$ cat src/rtl/ddr3_read_arbiter.sv
// ddr3_read_arbiter
//
// Two-requester round-robin arbiter in front of an Avalon-MM DDR3 read port.
// Each accepted request issues one fixed-length read burst; the returning
// beats are tagged with the originating requester and its 2-bit tag, taken
// from an in-order tag FIFO that also serves as the outstanding-burst credit
// counter.
//
// Optional feature: define DDR3_RD_ARB_ERR_EN to add the sticky protocol_err
// output, which flags return beats that arrive with no burst outstanding.
//
// Ports
//   clk, reset_n             clock, asynchronous active-low reset
//   req0_addr_* / req1_addr_* valid/ready request streams, data = {tag[1:0], addr[26:0]}
//   avm_address/read/burstcount/waitrequest   Avalon-MM read command
//   avm_readdata/readdatavalid                Avalon-MM read return
//   rsp_valid/src/tag/last/data               registered, tagged return beat
//   protocol_err             (DDR3_RD_ARB_ERR_EN only) sticky orphan-beat flag
module ddr3_read_arbiter #(
  parameter int unsigned BURST_LEN       = 15,
  parameter int unsigned MAX_OUTSTANDING = 4
) (
  input  logic         clk,
  input  logic         reset_n,
  input  logic [28:0]  req0_addr_data,
  input  logic         req0_addr_valid,
  output logic         req0_addr_ready,
  input  logic [28:0]  req1_addr_data,
  input  logic         req1_addr_valid,
  output logic         req1_addr_ready,
  output logic [26:0]  avm_address,
  output logic         avm_read,
  output logic [7:0]   avm_burstcount,
  input  logic         avm_waitrequest,
  input  logic [255:0] avm_readdata,
  input  logic         avm_readdatavalid,
  output logic         rsp_valid,
  output logic         rsp_src,
  output logic [1:0]   rsp_tag,
  output logic         rsp_last,
  output logic [255:0] rsp_data
`ifdef DDR3_RD_ARB_ERR_EN
  ,
  output logic         protocol_err
`endif
);

  localparam int unsigned PtrW = (MAX_OUTSTANDING > 1) ? $clog2(MAX_OUTSTANDING) : 1;
  localparam int unsigned CntW = $clog2(MAX_OUTSTANDING + 1);

  typedef enum logic [0:0] {ST_IDLE, ST_ISSUE} state_e;

  state_e         state_q, state_d;
  logic [26:0]    avm_address_q, avm_address_d;
  logic           avm_read_q, avm_read_d;
  logic [7:0]     avm_burstcount_q, avm_burstcount_d;
  logic           last_grant_q, last_grant_d;
  logic [CntW-1:0] outstanding_q, outstanding_d;
  logic [7:0]     beat_cnt_q, beat_cnt_d;
  logic [PtrW-1:0] wr_ptr_q, rd_ptr_q;
  logic [2:0]     fifo_q [MAX_OUTSTANDING];

  logic           rsp_valid_q, rsp_valid_d;
  logic           rsp_src_q, rsp_src_d;
  logic [1:0]     rsp_tag_q, rsp_tag_d;
  logic           rsp_last_q, rsp_last_d;
  logic [255:0]   rsp_data_q, rsp_data_d;

  logic           credit, can_grant, grant_src, accept;
  logic [26:0]    accept_addr;
  logic [1:0]     accept_tag;
  logic           fifo_empty, beat_ok, beat_last, push, pop;

  // Arbitration: tie goes to the requester that did not win last time.
  always_comb begin
    credit    = outstanding_q < CntW'(MAX_OUTSTANDING);
    // Gated by reset_n so both readies read 0 while reset is held.
    can_grant = reset_n && (state_q == ST_IDLE) && credit;
    if (req0_addr_valid && req1_addr_valid) begin
      grant_src = ~last_grant_q;
    end else begin
      grant_src = ~req0_addr_valid;
    end
    req0_addr_ready = can_grant && req0_addr_valid && !grant_src;
    req1_addr_ready = can_grant && req1_addr_valid && grant_src;
    accept          = req0_addr_ready || req1_addr_ready;
    accept_addr     = grant_src ? req1_addr_data[26:0] : req0_addr_data[26:0];
    accept_tag      = grant_src ? req1_addr_data[28:27] : req0_addr_data[28:27];
  end

  // Command FSM next state and command register next values.
  always_comb begin
    state_d          = state_q;
    avm_read_d       = avm_read_q;
    avm_address_d    = avm_address_q;
    avm_burstcount_d = avm_burstcount_q;
    last_grant_d     = last_grant_q;
    unique case (state_q)
      ST_IDLE: begin
        if (accept) begin
          state_d          = ST_ISSUE;
          avm_read_d       = 1'b1;
          avm_address_d    = accept_addr;
          avm_burstcount_d = 8'(BURST_LEN);
          last_grant_d     = grant_src;
        end
      end
      ST_ISSUE: begin
        if (!avm_waitrequest) begin
          state_d    = ST_IDLE;
          avm_read_d = 1'b0;
        end
      end
      default: state_d = ST_IDLE;
    endcase
  end

  // Return path: the FIFO occupancy equals the outstanding count, so an
  // empty FIFO means the beat belongs to no burst and is dropped.
  always_comb begin
    fifo_empty    = (outstanding_q == '0);
    beat_ok       = avm_readdatavalid && !fifo_empty;
    beat_last     = (beat_cnt_q == 8'(BURST_LEN - 1));
    push          = accept;
    pop           = beat_ok && beat_last;
    outstanding_d = outstanding_q + CntW'(push) - CntW'(pop);
    beat_cnt_d    = beat_cnt_q;
    if (beat_ok) begin
      beat_cnt_d = beat_last ? 8'd0 : beat_cnt_q + 8'd1;
    end
    rsp_valid_d = 1'b0;
    rsp_src_d   = 1'b0;
    rsp_tag_d   = 2'b00;
    rsp_last_d  = 1'b0;
    rsp_data_d  = '0;
    if (beat_ok) begin
      rsp_valid_d            = 1'b1;
      {rsp_src_d, rsp_tag_d} = fifo_q[rd_ptr_q];
      rsp_last_d             = beat_last;
      rsp_data_d             = avm_readdata;
    end
  end

  always_ff @(posedge clk or negedge reset_n) begin
    if (!reset_n) begin
      state_q <= ST_IDLE;
    end else begin
      state_q <= state_d;
    end
  end

  always_ff @(posedge clk or negedge reset_n) begin
    if (!reset_n) begin
      avm_read_q       <= 1'b0;
      avm_address_q    <= '0;
      avm_burstcount_q <= '0;
      last_grant_q     <= 1'b1;
      outstanding_q    <= '0;
      beat_cnt_q       <= '0;
      wr_ptr_q         <= '0;
      rd_ptr_q         <= '0;
      for (int i = 0; i < int'(MAX_OUTSTANDING); i++) begin
        fifo_q[i] <= '0;
      end
      rsp_valid_q <= 1'b0;
      rsp_src_q   <= 1'b0;
      rsp_tag_q   <= 2'b00;
      rsp_last_q  <= 1'b0;
      rsp_data_q  <= '0;
    end else begin
      avm_read_q       <= avm_read_d;
      avm_address_q    <= avm_address_d;
      avm_burstcount_q <= avm_burstcount_d;
      last_grant_q     <= last_grant_d;
      outstanding_q    <= outstanding_d;
      beat_cnt_q       <= beat_cnt_d;
      if (push) begin
        fifo_q[wr_ptr_q] <= {grant_src, accept_tag};
        wr_ptr_q         <= wr_ptr_q + 1'b1;
      end
      if (pop) begin
        rd_ptr_q <= rd_ptr_q + 1'b1;
      end
      rsp_valid_q <= rsp_valid_d;
      rsp_src_q   <= rsp_src_d;
      rsp_tag_q   <= rsp_tag_d;
      rsp_last_q  <= rsp_last_d;
      rsp_data_q  <= rsp_data_d;
    end
  end

`ifdef DDR3_RD_ARB_ERR_EN
  logic protocol_err_q;

  always_ff @(posedge clk or negedge reset_n) begin
    if (!reset_n) begin
      protocol_err_q <= 1'b0;
    end else if (avm_readdatavalid && fifo_empty) begin
      protocol_err_q <= 1'b1;
    end
  end

  assign protocol_err = protocol_err_q;
`endif

  assign avm_address    = avm_address_q;
  assign avm_read       = avm_read_q;
  assign avm_burstcount = avm_burstcount_q;
  assign rsp_valid      = rsp_valid_q;
  assign rsp_src        = rsp_src_q;
  assign rsp_tag        = rsp_tag_q;
  assign rsp_last       = rsp_last_q;
  assign rsp_data       = rsp_data_q;

endmodule

$ cat config.mk
export PLATFORM = sky130hd
export DESIGN_NAME = ddr3_read_arbiter
export DESIGN_NICKNAME = d
export VERILOG_FILES = /design/src/rtl/ddr3_read_arbiter.sv
export SDC_FILE = /design/constraint.sdc
export NUM_CORES = 1
export LEC_CHECK = 0
export CAP_MARGIN = 0
export CORE_AREA = 2 2 240 242
export DETAILED_ROUTE_END_ITERATION = 6
export DIE_AREA = 0 0 242 244
export PLACE_DENSITY_LB_ADDON = 0.15
export SLEW_MARGIN = 20
export SYNTH_ARGS = -nofsm -noshare
export SYNTH_HDL_FRONTEND = slang
export SYNTH_SLANG_ARGS = --single-unit
$ cat constraint.sdc
create_clock -name clk -period 3.22 [get_ports clk]
set_input_delay 0.644 -clock clk [delete_from_list [all_inputs] [get_ports clk]]
set_output_delay 0.644 -clock clk [all_outputs]
set_load 0.02 [all_outputs]
Word level (Yosys, flattened, before mapping)
Index checks and enable logic that the tools add are counted.
{"block": "totals", "output_inout_bits": 299, "wordCells": 72, "register_bits": 319}
{"block": "op_classes", "reduce_logical": 16, "mux": 21, "add_sub_neg": 5, "eq_ne": 3, "n_lt_le_gt_ge": 4, "bitwise": 5}
{"operator": "256-bit two-way mux", "n": 1}
{"operator": "27-bit two-way mux", "n": 1}
{"operator": "12-bit bitwise mux", "n": 1}
{"operator": "1-bit logical AND", "n": 10}
{"operator": "3-bit two-way mux", "n": 3}
{"operator": "8-bit by 1-bit adder with 8-bit output (second input constant)", "n": 1}
{"operator": "8-bit by 4-bit equality test with 1-bit output (second input constant)", "n": 1}
{"operator": "1-bit two-way mux", "n": 8}
{"operator": "8-bit two-way mux", "n": 1}
{"operator": "3-bit binary-select mux with 2-bit select", "n": 1}
{"operator": "3-bit demux with 2-bit select", "n": 1}
{"operator": "3-bit greater-or-equal comparator (second input constant)", "n": 2}
{"operator": "2-bit NOT with 3-bit output", "n": 2}
{"operator": "2-bit by 1-bit adder with 2-bit output (second input constant)", "n": 2}
{"operator": "2-bit two-way mux", "n": 2}
{"operator": "2-bit inequality test (second input constant)", "n": 2}
{"operator": "1-bit one-hot mux with 2 select lines", "n": 2}
{"operator": "2-bit AND reduction", "n": 2}
{"operator": "3-bit by 1-bit adder with 3-bit output", "n": 1}
{"operator": "3-bit zero test", "n": 1}
{"operator": "3-bit by 1-bit < comparator with 1-bit output (second input constant)", "n": 1}
{"operator": "3-bit < comparator (second input constant)", "n": 1}
{"operator": "1-bit NOT", "n": 3}
{"operator": "3-bit by 1-bit subtractor with 3-bit output", "n": 1}
{"operator": "other kinds (2)", "n": 3}

Depth between registers and ports, before layout
Gate-level depths: netlist of run 1.
{"block": "depth", "depth_word": 8, "mapped_depth": 11, "ltp_nobuf": 10}

Worst setup path after synthesis of run 1
OpenSTA, ideal clock, no wires.
{"block": "synth_timing", "path_kind": "input-to-reg", "from": "input reset_n", "to": "register outstanding_q[2]", "t_arrival_ps": 2428, "setup_ps": 130, "t_required_ps": 3090, "stages": 10, "path_buffers": 1, "slack_ps": 662, "path_cell_list": "nor3b_4 and2_1 buf_2 inv_1 ha_1 inv_1 ha_1 fa_1 xor2_1 xnor2_1"}
{"block": "synth_between", "elab_chain_cells": 7, "elab_cells_between_ends": 9}
{"element": "from (decl)", "line": "24", "source": "input logic reset_n,"}
{"element": "1-bit logical AND (*) (2 in series)", "line": "78", "source": "can_grant = reset_n && (state_q == ST_IDLE) && credit;"}
{"element": "1-bit logical AND, on equally long branches (2 in series)", "line": "84, 85"}
{"element": "1-bit logical OR (*)", "line": "86", "source": "accept = req0_addr_ready || req1_addr_ready;"}
{"element": "3-bit by 1-bit adder with 3-bit output (*)", "line": "126", "source": "outstanding_d = outstanding_q + CntW'(push) - CntW'(pop);"}
{"element": "3-bit by 1-bit subtractor with 3-bit output (*)", "line": "126"}
{"element": "named net outstanding_d[2]", "line": "58", "source": "logic [CntW-1:0] outstanding_q, outstanding_d;"}
{"element": "to (signal assigned)", "line": "175", "source": "outstanding_q <= outstanding_d;"}
{"element": "to (decl)", "line": "58"}
Mark *: on every way through the listed nets, which the timed path passes. The rest lies on a longest branch.
A chain may end at the register's enable or synchronous reset.

Worst setup path in the final report of run 1
{"block": "layout_timing", "from": "input req1_addr_valid", "to": "output req1_addr_ready"}
{"block": "layout_between", "elab_chain_cells": 3, "elab_cells_between_ends": 4}
{"element": "from (decl)", "line": "29", "source": "input logic req1_addr_valid,"}
{"element": "1-bit logical AND", "line": "79", "source": "if (req0_addr_valid && req1_addr_valid) begin"}
{"element": "1-bit two-way mux", "line": "79"}
{"element": "1-bit logical AND (*)", "line": "85", "source": "req1_addr_ready = can_grant && req1_addr_valid && grant_src;"}
{"element": "to (decl)", "line": "30", "source": "output logic req1_addr_ready,"}
Every way passes the cells marked *; elsewhere a longest branch is shown, timed or not.

==> results.txt, run 1 <==
The flow ran to the end, and the final reports show no timing, DRC or antenna violations. In this run the tightest slew margin relative to its limit is 0.3462. The critical path starts at req1_addr_valid. The biggest area consumer among synthesized cells is dfrtp_1.

The root buffer cell chosen for the clock tree is clkbuf_16. In this run the core area contains 87 standard-cell rows. The fraction of layout instances using a drive strength above 1 is 0.06316.

Counting cells, the worst reg-to-reg path comes to 10. The required time of the critical path came out at 2.58 ns. The total number of nets in the final design is 1802. The via count of the first global-routing pass is 9097.

The effective utilization at floorplan came out at 0.2023. The post-CTS repair timing setup buffer count came out at 0. The number of violations of the max-capacitance limit came out at 0. Summed over all cells, the static leakage comes to 8.338 nW. The first routing iteration left 395 violations. The Yosys warning count came out at 0. Of the synthesized area, sequential elements account for 0.7025. The synthesized instance count came out at 861. The first global-routing pass estimated 62380 µm of wire. Dividing the detail-routed wire length by the instance count gives 18.61 µm. The netlist area before placement is 11360 µm².

STA classifies the critical path startpoint as a primary input. Grouping stages by cell kind, the critical path spends the most delay in buffers and inverters. The residual antenna-violating net count after detailed routing came out at 0. In the finished design, the share of the clock period the worst path needs comes to 0.8836.

After synthesis, the share of flip-flops with an asynchronous set or reset is 1.000. The insertion delay to the later sink of the worst-skew pair is 0.55 ns. The total power divided by cell area came out at 717.1 nW/µm². The arrival time reported for the critical path endpoint came out at 2.20 ns. The number of hold violations in the final report is 0. Derived from the worst setup path, the maximum achievable clock frequency is 351.5 MHz. The critical register-to-register path endpoint is outstanding_q[2]$_DFF_PN0_. Traced cell by cell, the critical path runs through clkdlybuf4s50_1 -> nor2b_1 -> nor2_1 -> nor2_1 -> clkdlybuf4s50_1. The largest stage delay on the critical path came out at 0.62 ns.

The highest net fanout along the worst path came out at 5. For the pin with the worst max-slew slack, the measured transition is 0.9806 ns. The endpoint class of the critical path is a primary output. The reg-to-reg startpoint is beat_cnt_q[0]$_DFFE_PN0N_.

Pin placement for this block handled 619 I/O pins. The die covers 59050 µm². The path class of the tightest hold or removal check is primary input to async pin. The most used flip-flop cell after synthesis is dfrtp_1. The initial antenna violation count came out at 8.

The level count of the clock H-tree is 2. In this run the number of cells on the critical path is 5. The fraction of post-synthesis cell area in the top cell type by area is 0.7002. Clock-pin slew was measured on the worst setup and hold paths at 0.05 ns. Yosys mapped a number of flops with a built-in enable equal to 0. CTS saw 319 sinks. The width of the die came out at 242 µm. The final number of max-transition violations came out at 0.

The total grt overflow is 0. The mean instance size in the synthesized netlist came out at 13.20 µm². The HPWL reported at the end of detailed placement came out at 31060 µm. The total track usage came out at 0.1395.

Adding up every negative setup slack in the final design gives 0 ns. Together, buffers and inverters on the worst path number 2. The pin count of the biggest net entering global routing came out at 162. In this run the standard cell core region covers 56170 µm². In this run the worst setup path terminates at req1_addr_ready. The register-to-register setup slack came out at 0.69 ns.

For this design, the CTS-stage hold fixing added 0 buffers. The kind of critical path is primary input to primary output. The number of search-and-repair iterations in the first detailed-routing pass is 4. The slowest cell on the critical path is clkdlybuf4s50_1. At the end of routability-driven placement, the weighted congestion stood at 0.8202. The routed layout has 8862 vias. Setup repair after global routing left no endpoint under its margin. The die height came out at 244 µm.

Measured on the finished design, the core utilization comes to 0.3511. The synthesis-to-finish area growth came out at 73.54%. The clock passes through at most 3 buffers. The number of buffers inserted by port buffering is 614. The final worst hold slack came out at 0.1496 ns. In this run, synthesis produced a sequential element count of 319. The residual DRC count came out at 0. TritonCTS built the clock tree. The worst clock skew came out at 0.02782 ns.

The total CTS buffers is 40. The worst supply voltage drop on vdd is 0.0003507 V. Yosys mapped the design onto 42 distinct sky130hd cell types.

Setup violations remaining at the end of the flow were counted as 0. The shortest period the worst path allows is 2.845 ns. Total power for the finished layout comes to 14.14 mW. By area the synthesized netlist is led by dfrtp_1 (70%), and2_1 (14%), a31oi_1 (2.5%). The number of gates resized after cts came out at 0. The number of vias per cell is 3.916. The overall routed net length is 42110 µm.
-- report_power, final --
part / total (mW) / internal, mW / switching [mW]
combinational: 4.34 / 2.09 / 2.24
sequential: 5.23 / 4.82 / 0.413
clock: 4.58 / 2.81 / 1.77
-- sequential cells by signal (all words and copies together) (netlist names) --
name            count
rsp_valid           1
fifo_q             12
rsp_src             1
rsp_last            1
outstanding_q       3
last_grant_q        1
rsp_data          256
rsp_tag             2
avm_burstcount      1
beat_cnt_q          8
state_q             1
rd_ptr_q            2
wr_ptr_q            2
avm_address        27
avm_read            1
-- cells in the final DEF (no fill, tap or decap), drive strengths merged, types with 2 or more instances in the layout --
| cell type | n |
|---|---|
| conb | 4 |
| o31ai | 2 |
| clkdlybuf4s50 | 613 |
| nor3 | 4 |
| nand3 | 4 |
| o211ai | 29 |
| nor3b | 2 |
| dfrtp | 318 |
| nand2 | 9 |
| clkbuf | 60 |
| mux4 | 3 |
| xnor2 | 4 |
| inv | 17 |
| a41oi | 8 |
| buf | 19 |
| a21oi | 29 |
| and2 | 261 |
| or3b | 2 |
| o21ai | 34 |
| ha | 8 |
| xor2 | 4 |
| bufinv | 3 |
| clkinv | 8 |
| nor2 | 2 |
| a31oi | 45 |
| diode | 3 |
| o311ai | 2 |
-- cells in the mapped netlist (2+ instances only) --
cell      count
nand3_1       4
o21ai_0      33
inv_1        14
ha_1          8
mux4_2        3
a31oi_1      45
dfrtp_1     318
o211ai_1     29
nor3_1        3
a41oi_1       8
nor2_1        2
nand2_1       9
buf_2         6
xor2_1        4
a21oi_1      29
buf_4        10
xnor2_1       4
clkbuf_1     48
and2_1      261
-- kinds of logic (layout without fill, tap and decap cells) --
logic type	Yosys count	in the layout	share of synthesized area
muxes	3	3	0.005945
DFF	319	319	0.7025
AOI/OAI and AO/OA	151	151	0.08477
and+or+nand+nor	290	290	0.1587
adders and majority gates	9	9	0.01057
xor gates and xnor gates	8	8	0.006165
buffers and inverters	80	720	0.03105
other	1	7	0.0003300
-- worst min-delay path by stage --
stage               cells past startpoint                    endpoint                      start  slack [ns]
finish                                  2         rsp_valid$_DFF_PN0_                    reset_n        0.15
global route                            2     wr_ptr_q[0]$_DFFE_PN0N_                    reset_n        0.14
CTS                                     2       fifo_q[9]$_DFFE_PN0P_                    reset_n        0.12
detailed placement                      1   beat_cnt_q[7]$_DFFE_PN0N_  beat_cnt_q[7]$_DFFE_PN0N_        0.49
global placement                        1   beat_cnt_q[7]$_DFFE_PN0N_  beat_cnt_q[7]$_DFFE_PN0N_        0.49
floorplan                               0  avm_address[0]$_DFFE_PN0P_                    reset_n        0.35
-- per-layer routing --
layer  vias up  GRT usage  routed length (µm)  part of all wire
met2       392     0.2364               20770              0.49
met3        58    0.06607                4426              0.11
met4         8    0.03504                 777             0.018
met1      4340     0.1582               16080              0.38
li1       4064          -                   -                 -
met5         -          0                  55            0.0013
-- stage by stage --
stage          setup slack (ns)  cells  area (µm²)
2_1_floorplan            0.6622    864       11380
3_3_place_gp             0.3007   2187       18370
3_5_place_dp             0.2836   2187       18370
4_1_cts                  0.3296   2260       19720
5_1_grt                  0.3034   2261       19720
6_report                 0.3747   2263       19720
-- worst register-to-register path, cell delays in order (launching register included) --
cell	delay, ns
dfrtp_1	0.41
inv_1	0.09
ha_1	0.16
or3b_2	0.50
nor3_2	0.18
ha_1	0.17
inv_1	0.04
ha_1	0.18
fa_1	0.37
xor2_1	0.18
xnor2_1	0.13
-- layout make-up --
type / count / area [µm²]
flip-flops and latches: 319 / 7984
diodes: 3 / 7.507
multi-input cells: 465 / 3039
well taps: 756 / 945.9
clock buffers: 60 / 1197
inverters: 15 / 61.31
fillers: 5608 / 36450
clock inverters: 13 / 151.4
repair buffers: 632 / 6336
(Power assumes the default switching activity.)
==> inputs of run 2 (changes only) <==
GPL_TIMING_DRIVEN = 0   (was not set)
==> run 2 against run 1 <==
Net effect: via count increased by 1.5%; power grew 2.0%; non-clock buffer count increased by 54; sequential cell count unchanged; critical path type unchanged; sequential power about the same; utilization is 0.61 points higher; critical endpoint is now req0_addr_ready; final cell count rose by 2.3%.
==> results.txt, run 2 (synthesis results as in run 1) <==
The wire length per cell is 19.49 µm. The initial antenna violation count came out at 7. The width of the die is 242 µm. The post-route standard cell area excluding fillers came out at 20060 µm². The total area inside the core boundary comes to 56170 µm².

Setup repair after global routing left no endpoint under its margin. The clock tree from TritonCTS is done. The register with the most flip-flops in the layout has 256 of them. The worst clock skew is 0.01422 ns. Leaving out fill and tap cells, the most frequent cell in the layout is clkdlybuf4s50_1. The instance area at placement is 18560 µm². The clock-pin slew on the worst setup and hold paths is 0.06 ns. The number of violations of the max-capacitance limit came out at 0. The slew at the pin with the worst max-slew slack is 0.5915 ns.

The required time of the critical path is 2.58 ns. The kind of launch point of the worst setup path is a primary input. Detailed placement ended at an HPWL of 34130 µm. The overall routed net length came out at 45130 µm. The total power divided by cell area is 719.1 nW/µm². The level count of the clock H-tree came out at 2.

The via count is 8997. The critical path in this run is classified as primary input to primary output. The total of fill cells in the finished design is 5609. The pin count of the biggest net entering global routing came out at 89. The root buffer cell is clkbuf_16. The total I/O pin count is 619.

In the layout the commonest cells are clkdlybuf4s50_1 (611), dfrtp_1 (318), and2_1 (261), clkbuf_1 (54), a31oi_1 (45). The total grt overflow is 0. The setup check on the worst reg-to-reg path leaves a slack of 0.52 ns. The number of hold violations in the final report was 0. The total setup violations reported at the end of the flow is 0. At the worst endpoint, the arrival time is 2.36 ns.

The final estimated routing congestion in global placement came out at 0.8224. No sink is reached through more buffers than the 3 on the longest clock path. After floorplanning, the core was divided into 87 placement rows. Counting cells, the worst reg-to-reg path comes to 10. The worst supply voltage drop on vdd came out at 0.0003688 V. The worst setup path is captured at a primary output.

At the later pin of the worst-skew pair, clock insertion delay measures 0.54 ns. The number of clock sinks came out at 319. The number of search-and-repair iterations in the first detailed-routing pass is 4.

The number of vias per cell is 3.886. Of the available clock period, the critical path in the final layout requires 0.9315. The area enclosed by the die boundary came out at 59050 µm². The highest net fanout along the worst path came out at 12.

The cell leakage power came out at 8.501 nW. The min-delay analysis places its worst path in the category primary input to async pin. For this block, the initial DRC count from the detailed router was 335.

The post-route setup TNS came out at 0 ns. The residual DRC count came out at 0. The number of buffers inserted by port buffering is 614. From bottom edge to top edge, the die measures 244 µm. The residual antenna-violating net count after detailed routing came out at 0. The final number of max-transition violations came to 0. In this run, CTS created clock tree buffers numbering 40.

The via count of the first global-routing pass was 9463. Static timing analysis puts the maximum clock frequency at 333.4 MHz. The first-pass GRT wire length came out at 65860 µm. In this run the tightest slew margin relative to its limit is 0.6015.

Counting I/O delays and the setup requirement, the final critical path takes 2.999 ns. The total number of nets in the final design is 1856. The flow ran to the end, and the final reports show no timing, DRC or antenna violations.

The total track usage is 0.1498. The fraction of layout instances using a drive strength above 1 is 0.06624. Compared with the post-synthesis result, the final layout area differs by 76.55%. The initial utilization of the core area, before any placement, comes to 0.2023.
[run 2: what timing repair did]
item / in CTS / in global routing
buffers inserted: 2 / 0
gates cloned: 2 / 0
endpoints found under the hold margin: 31 / 0
pin swaps: 1 / 0
setup endpoints to repair: 3 / 2
hold buffers: 1 / 0
resized for setup: 8 / 2
[run 2: through the flow]
step	utilization	hold WS (ns)	std cells	total power [mW]	worst slack, ns
after detailed placement	0.3303	0.4873	2237	9.805	-0.9336
final	0.3572	0.07360	2315	14.43	0.2206
after floorplan	-	0.3484	864	7.344	0.6622
after global routing	0.3571	0.03757	2312	15.22	0.08479
after global placement	0.3288	0.4906	2234	9.805	-13.46
after CTS	0.3570	0.02417	2312	14.72	0.03657
[run 2: worst paths after layout]
path,startpoint,endpoint
worst max-delay path,req0_addr_valid,req0_addr_ready
worst min register to register,beat_cnt_q[7]$_DFFE_PN0N_,beat_cnt_q[7]$_DFFE_PN0N_
min in group clk,beat_cnt_q[7]$_DFFE_PN0N_,beat_cnt_q[7]$_DFFE_PN0N_
worst min-delay path,reset_n,avm_address[8]$_DFFE_PN0P_
worst max register to register,beat_cnt_q[0]$_DFFE_PN0N_,outstanding_q[2]$_DFF_PN0_
max in group asynchronous,reset_n,rsp_data[16]$_DFF_PN0_
[run 2: where the power goes]
part / leakage [nW] / internal (mW) / switching (mW) / total [mW]
clock: 0.665 / 2.93 / 1.79 / 4.72
combinational: 3.78 / 2.14 / 2.32 / 4.46
sequential: 4.06 / 4.81 / 0.430 / 5.24
total: 8.50 / 9.89 / 4.54 / 14.4
[run 2: worst max-delay path, cell delays in order]
cell and delay (ns):
clkdlybuf4s50_1 0.54, inv_1 0.23, nor2_4 0.19, and2_1 0.15, clkdlybuf4s50_1 0.60
[run 2: cell type report]
type,count,area (µm²),area share
Antenna cell,4,10.01,0.0004989
Buffer,64,297.8,0.01484
Clock buffer,55,1129,0.05625
Clock inverter,15,241.5,0.01204
Inverter,15,56.30,0.002806
Multi-Input combinational cell,465,3049,0.1520
Sequential cell,319,7984,0.3979
Tap cell,756,945.9,0.04714
Timing Repair Buffer,622,6351,0.3165
[run 2: per-layer routing]
metal	share of wire	up-vias	track usage
met5	0.00095	-	0
met4	0.018	6	0.03540
met3	0.097	58	0.06409
met2	0.50	398	0.2602
met1	0.38	4360	0.1697
li1	-	4175	-
==> patch 1 (config.mk and constraints of run 1) <==
Compare `beat_cnt_q` against `8'(BURST_LEN - 1)` with >= in place of ==.
--- a/src/rtl/ddr3_read_arbiter.sv
+++ b/src/rtl/ddr3_read_arbiter.sv
@@ -120,7 +120,7 @@
   always_comb begin
     fifo_empty    = (outstanding_q == '0);
     beat_ok       = avm_readdatavalid && !fifo_empty;
-    beat_last     = (beat_cnt_q == 8'(BURST_LEN - 1));
+    beat_last     = (beat_cnt_q >= 8'(BURST_LEN - 1));
     push          = accept;
     pop           = beat_ok && beat_last;
     outstanding_d = outstanding_q + CntW'(push) - CntW'(pop);
Behaviour: no difference found for any inputs over 4 cycles, from zero or initial values and one cycle with reset_n low; that may be too few to reach the edited logic, so the function may still have changed.
==> patch 1 against run 1 <==
- worst setup slack worse by 200 ps
- count of clock-buffer cells in the layout rose by 2
- power is 0.83% lower
- synthesized cell count shrank 1.9%
- area after synthesis is 0.87% lower
- core utilization fell by 0.14 points
- sequential power barely moved
- wire length rose by 3.0%
- die area unchanged
- cell count shrank 0.66%
- sequential cell count unchanged
- final area fell by 0.40%
- largest power group unchanged
==> patch 1: results (changes against run 1) <==
Global route:
- The number of antenna violations at the first check in global routing came to 5 (-3).
- The first-pass GRT wire length was 63800 µm (+2.3%).
- The global-route track usage on met1 came to 16.4% (+0.56 points).
- The met2 track utilization from global routing was 24.0% (+0.41 points).
- The total track usage came to 14.4% (+0.44 points).
- The via count of the first global-routing pass was 9114 (+0.19%).

Power:
- The fraction of power consumed by sequential logic is 37.2% (+0.2 points).
- The total power was 14.0 mW (-0.83%).
- The portion of total power attributed to the clock network is 31.8% (-0.6 points).
- The cell-internal power came to 9.65 mW (-0.74%).

Finish:
- The number of buffers other than clock buffers in the final layout is 635 (+0.47%).
- The final sequential cell count came to 319 (unchanged).
- The non-clock inverter count in the final layout came to 12 (-3).
- The layout net count is 1792 (-0.55%).
- The final-layout clock buffer total is 62 (+3.3%).
- The number of combinational gates with multiple inputs is 455 (-2.2%).
- The count of fill cells added during filler insertion is 5694 (+1.5%).

Status:
- The run finished with clean final reports.

Critical path:
- The largest fanout on the critical path came to 14 (+9).
- The maximum cell stage delay along the critical path is 630 ps.

Timing:
- The final worst clock skew is 18.4 ps (-9.38 ps).
- The worst relative slew slack is 40.0% (+5.4 points).

Synthesis:
- The instance count of the mapped netlist is 845 (-1.9%).
- The fraction of the yosys area taken by sequential cells is 70.9% (+0.62 points).
- Ranked by instance count, the synthesized netlist is headed by 318 x sky130_fd_sc_hd__dfrtp_1, 261 x sky130_fd_sc_hd__and2_1, 44 x sky130_fd_sc_hd__clkbuf_1.
- By area the synthesized netlist is led by sky130_fd_sc_hd__dfrtp_1 71%, sky130_fd_sc_hd__and2_1 14%, sky130_fd_sc_hd__a31oi_1 2.0%, sky130_fd_sc_hd__nand3b_1 1.9%, sky130_fd_sc_hd__clkbuf_1 1.5%.
- The post-synthesis cell area is 0.0113 mm² (-0.87%).

Placement:
- The number of placed instances with taps included is 2177 (-0.46%).
- The post-detailed-placement cell area was 0.0183 mm² (-0.19%).
- The sum of net half-perimeters after detailed placement came to 32100 µm (+3.4%).
- The worst slack at placement is 285 ps (+1.83 ps).
- The global placer's final weighted congestion is 0.792 (-3.4%).

Detailed routing:
- The DRC violation total after the first TritonRoute iteration is 373 (-5.6%).
- The final routed wire length divided by cell count is 19.3 µm (+3.7%).
- The met3 wire length was 4800 µm (+8.4%).
- The via total after detailed routing is 8641 (-2.5%).
- The post-route met1 wirelength came to 16700 µm (+4.0%).
- The wire length on met2 is 21000 µm (+0.96%).

CTS:
- The post-CTS setup buffer count came to 0 (unchanged).
[patch 1: cells by family (layout without fill, tap and decap cells)]
kind of cell	count (synthesis)	in the layout	share of synthesized area, %
and+or+nand+nor	317	317	17.8
xor gates and xnor gates	5	5	0.389
AOI/OAI and AO/OA	117	117	6.40
muxes	3	3	0.600
adders and majority gates	9	9	1.07
DFF	319	319	70.9
other	1	5	0.0333
buffers and inverters	74	717	2.85
[patch 1: final timing paths]
kind                                             from                          to  slack (ps)  depth (start not counted)
max                        outstanding_q[2]$_DFF_PN0_             req0_addr_ready         180                          4
min                                           reset_n           state_q$_DFF_PN0_         290                          2
max reg2reg                 beat_cnt_q[0]$_DFFE_PN0N_  outstanding_q[2]$_DFF_PN0_         760                         10
min reg2reg                     fifo_q[2]$_DFFE_PN0P_       fifo_q[2]$_DFFE_PN0P_         500                          1
max in group asynchronous                     reset_n      rsp_data[45]$_DFF_PN0_        1640                          3
min in group clk                fifo_q[2]$_DFFE_PN0P_       fifo_q[2]$_DFFE_PN0P_         500                          1
==> patch 2 (flow settings as in run 1) <==
Made on the original files. The parameter `MAX_OUTSTANDING` goes from 4 to 2.
--- a/src/rtl/ddr3_read_arbiter.sv
+++ b/src/rtl/ddr3_read_arbiter.sv
@@ -18,7 +18,7 @@
 //   protocol_err             (DDR3_RD_ARB_ERR_EN only) sticky orphan-beat flag
 module ddr3_read_arbiter #(
   parameter int unsigned BURST_LEN       = 15,
-  parameter int unsigned MAX_OUTSTANDING = 4
+  parameter int unsigned MAX_OUTSTANDING = 2
 ) (
   input  logic         clk,
   input  logic         reset_n,
Check against the original RTL: no difference found for any inputs over 4 cycles, from zero or initial values and one cycle with reset_n low; that may be too few to reach the edited logic, so the function may still have changed.
==> patch 2 against run 1 <==
- power increased by 2.2%
- count of clock-buffer cells in the layout fell by 5
- die area stayed put
- via count down 4.7%
- area after synthesis is 4.8% lower
- highest routed layer unchanged
- sequential share of layout area about the same
- worst setup slack worse by 160 ps
- core utilization down 0.97 points
- sequential cell count fell by 9
- final area decreased by 2.8%
- wire length is 3.6% higher
==> patch 2: results (changes against run 1) <==
Synthesis:
- The commonest cells after synthesis are 309 x sky130_fd_sc_hd__dfrtp_1, 256 x sky130_fd_sc_hd__and2_1, 35 x sky130_fd_sc_hd__a31oi_1.
- The number of distinct library cell variants in the gate-level netlist after synthesis was 43 (+2.4%).
- Ranked by total cell area, the synthesized netlist is headed by sky130_fd_sc_hd__dfrtp_1 71%, sky130_fd_sc_hd__and2_1 15%, sky130_fd_sc_hd__a31oi_1 2.0%, sky130_fd_sc_hd__o21ai_0 1.5%, sky130_fd_sc_hd__nand3_1 1.4%.
- The share of Yosys cell area claimed by the top area cell type is 71.5% (+1.5 points).
- The number of warnings issued by yosys is 0 (unchanged).
- The proportion of synthesized flip-flops having asynchronous set or reset is 100% (unchanged).
- The fraction of the yosys area taken by sequential cells is 71.7% (+1.5 points).

Critical path:
- The endpoint identified for the worst register-to-register timing path is outstanding_q[1]$_DFF_PN0_.
- The worst setup slack for register-to-register paths is 1310 ps (+620 ps).
- Following the worst setup path forward leads to its endpoint at req0_addr_ready.
- The count of cells along the worst register-to-register path is 7 (-3).
- The startpoint of the worst-slack reg-to-reg timing path is outstanding_q[1]$_DFF_PN0_.
- The largest fanout on the critical path is 6 (+1).
- The worst setup path startpoint is outstanding_q[1]$_DFF_PN0_.
- The data arrival time of the critical path is 2360 ps (+160 ps).

Power:
- The static power due to leakage was 8.23 nW (-1.3%).
- The worst supply voltage drop on vdd is 0.538 mV (+53%).

Placement:
- The post-detailed-placement cell area was 0.0179 mm² (-2.8%).
- The global placer's final weighted congestion is 0.820 (about the same).
- The sum of net half-perimeters after detailed placement is 32600 µm (+4.9%).
- The count of buffers inserted at the top-level ports came to 614 (unchanged).

CTS:
- The source-to-sink clock delay at the later pin of the worst-skew pair is 550 ps (about the same).
- The H-tree depth is 2 (unchanged).
- The maximum buffer depth of the clock tree is 3 (unchanged).
- Clock-pin slew was measured on the worst setup and hold paths at 60 ps.
- The post-CTS setup buffer count was 0 (unchanged).
- The number of resized instances in the post-cts repair step is 0 (unchanged).
- The root buffer cell is sky130_fd_sc_hd__clkbuf_16.
- The number of clock buffers inserted by TritonCTS was 39 (-2.5%).
- The hold buffer count at CTS is 1 (+1).

Global route:
- The number of antenna violations at the first check in global routing is 8 (unchanged).
- The total track usage is 14.5% (+0.55 points).
- The maximum number of pins on one net before global-route repair is 146 (-9.9%).
- The via count of the first global-routing pass came to 9068 (-0.32%).
- The first-pass GRT wire length is 63500 µm (+1.8%).

Timing:
- The final worst clock skew is 18.3 ps (-9.53 ps).
- The worst relative slew slack came to 40.0% (+5.4 points).

Finish:
- The layout net count is 1764 (-2.1%).
- The share of layout cells above drive strength 1 is 6.39% (+0.078 points).
- The flip-flop count of the largest register after layout was 256 (unchanged).
- The count of fill cells added during filler insertion is 5691 (+1.5%).

Detailed routing:
- The via density per instance was 3.79 (-3.3%).
- The DRC violation total after the first TritonRoute iteration is 317 (-20%).
- The final routed wire length divided by cell count is 19.6 µm (+5.2%).
- The total iterations of the first detailed-routing run is 4 (unchanged).

Hold path:
- The tightest min-delay check is of the in -> async type.

Status:
- The run finished with clean final reports.
[patch 2: critical path: stages, from the launching register on]
cell,delay (ps)
sky130_fd_sc_hd__dfrtp_1,480
sky130_fd_sc_hd__or3b_1,410
sky130_fd_sc_hd__nor3_1,260
sky130_fd_sc_hd__clkdlybuf4s50_1,660
[patch 2: layout make-up]
type / instances / share of cell area [%]
Inverter: 9 / 0.202
Timing Repair Buffer: 638 / 33.3
Antenna cell: 4 / 0.0522
Clock inverter: 15 / 1.02
Multi-Input combinational cell: 443 / 14.3
Tap cell: 756 / 4.93
Sequential cell: 310 / 40.5
Clock buffer: 55 / 5.77
[patch 2: logic make-up (layout without fill, tap and decap cells)]
kind of cell | Yosys count | in the layout | share of synthesized area [%]
simple gates | 313 | 313 | 17.7
fa+ha+maj | 3 | 3 | 0.347
mux | 4 | 4 | 0.382
buf+inv | 69 | 717 | 3.12
flops | 310 | 310 | 71.7
compound gates | 111 | 111 | 5.98
other cells | 1 | 8 | 0.0347
xor+xnor | 8 | 8 | 0.648
[patch 2: metal layers]
metal	global-route usage [%]	vias to the layer above	wire length, µm
li1	-	3898	-
met1	15.4	4141	15900
met2	26.1	335	22700
met3	6.46	62	4120
met4	3.70	6	906
met5	0	-	44
[patch 2: power by group]
group          internal (mW)  switching, mW
Clock                   2.72           1.77
Combinational           2.30           2.49
Sequential              4.77          0.398
Total                   9.80           4.66
[patch 2: through the flow]
stage / cells / hold WS [ps] / util [%] / setup WS [ps] / total power, mW
final: 2230 / 178 / 34.1 / 218 / 14.5
after floorplan: 822 / 348 / - / 935 / 7.41
after global routing: 2227 / 200 / 34.1 / 81.5 / 15.3
after CTS: 2226 / 202 / 34.1 / 175 / 14.8
after global placement: 2155 / 438 / 31.8 / 378 / 10.1
after detailed placement: 2155 / 439 / 31.8 / 396 / 10.1
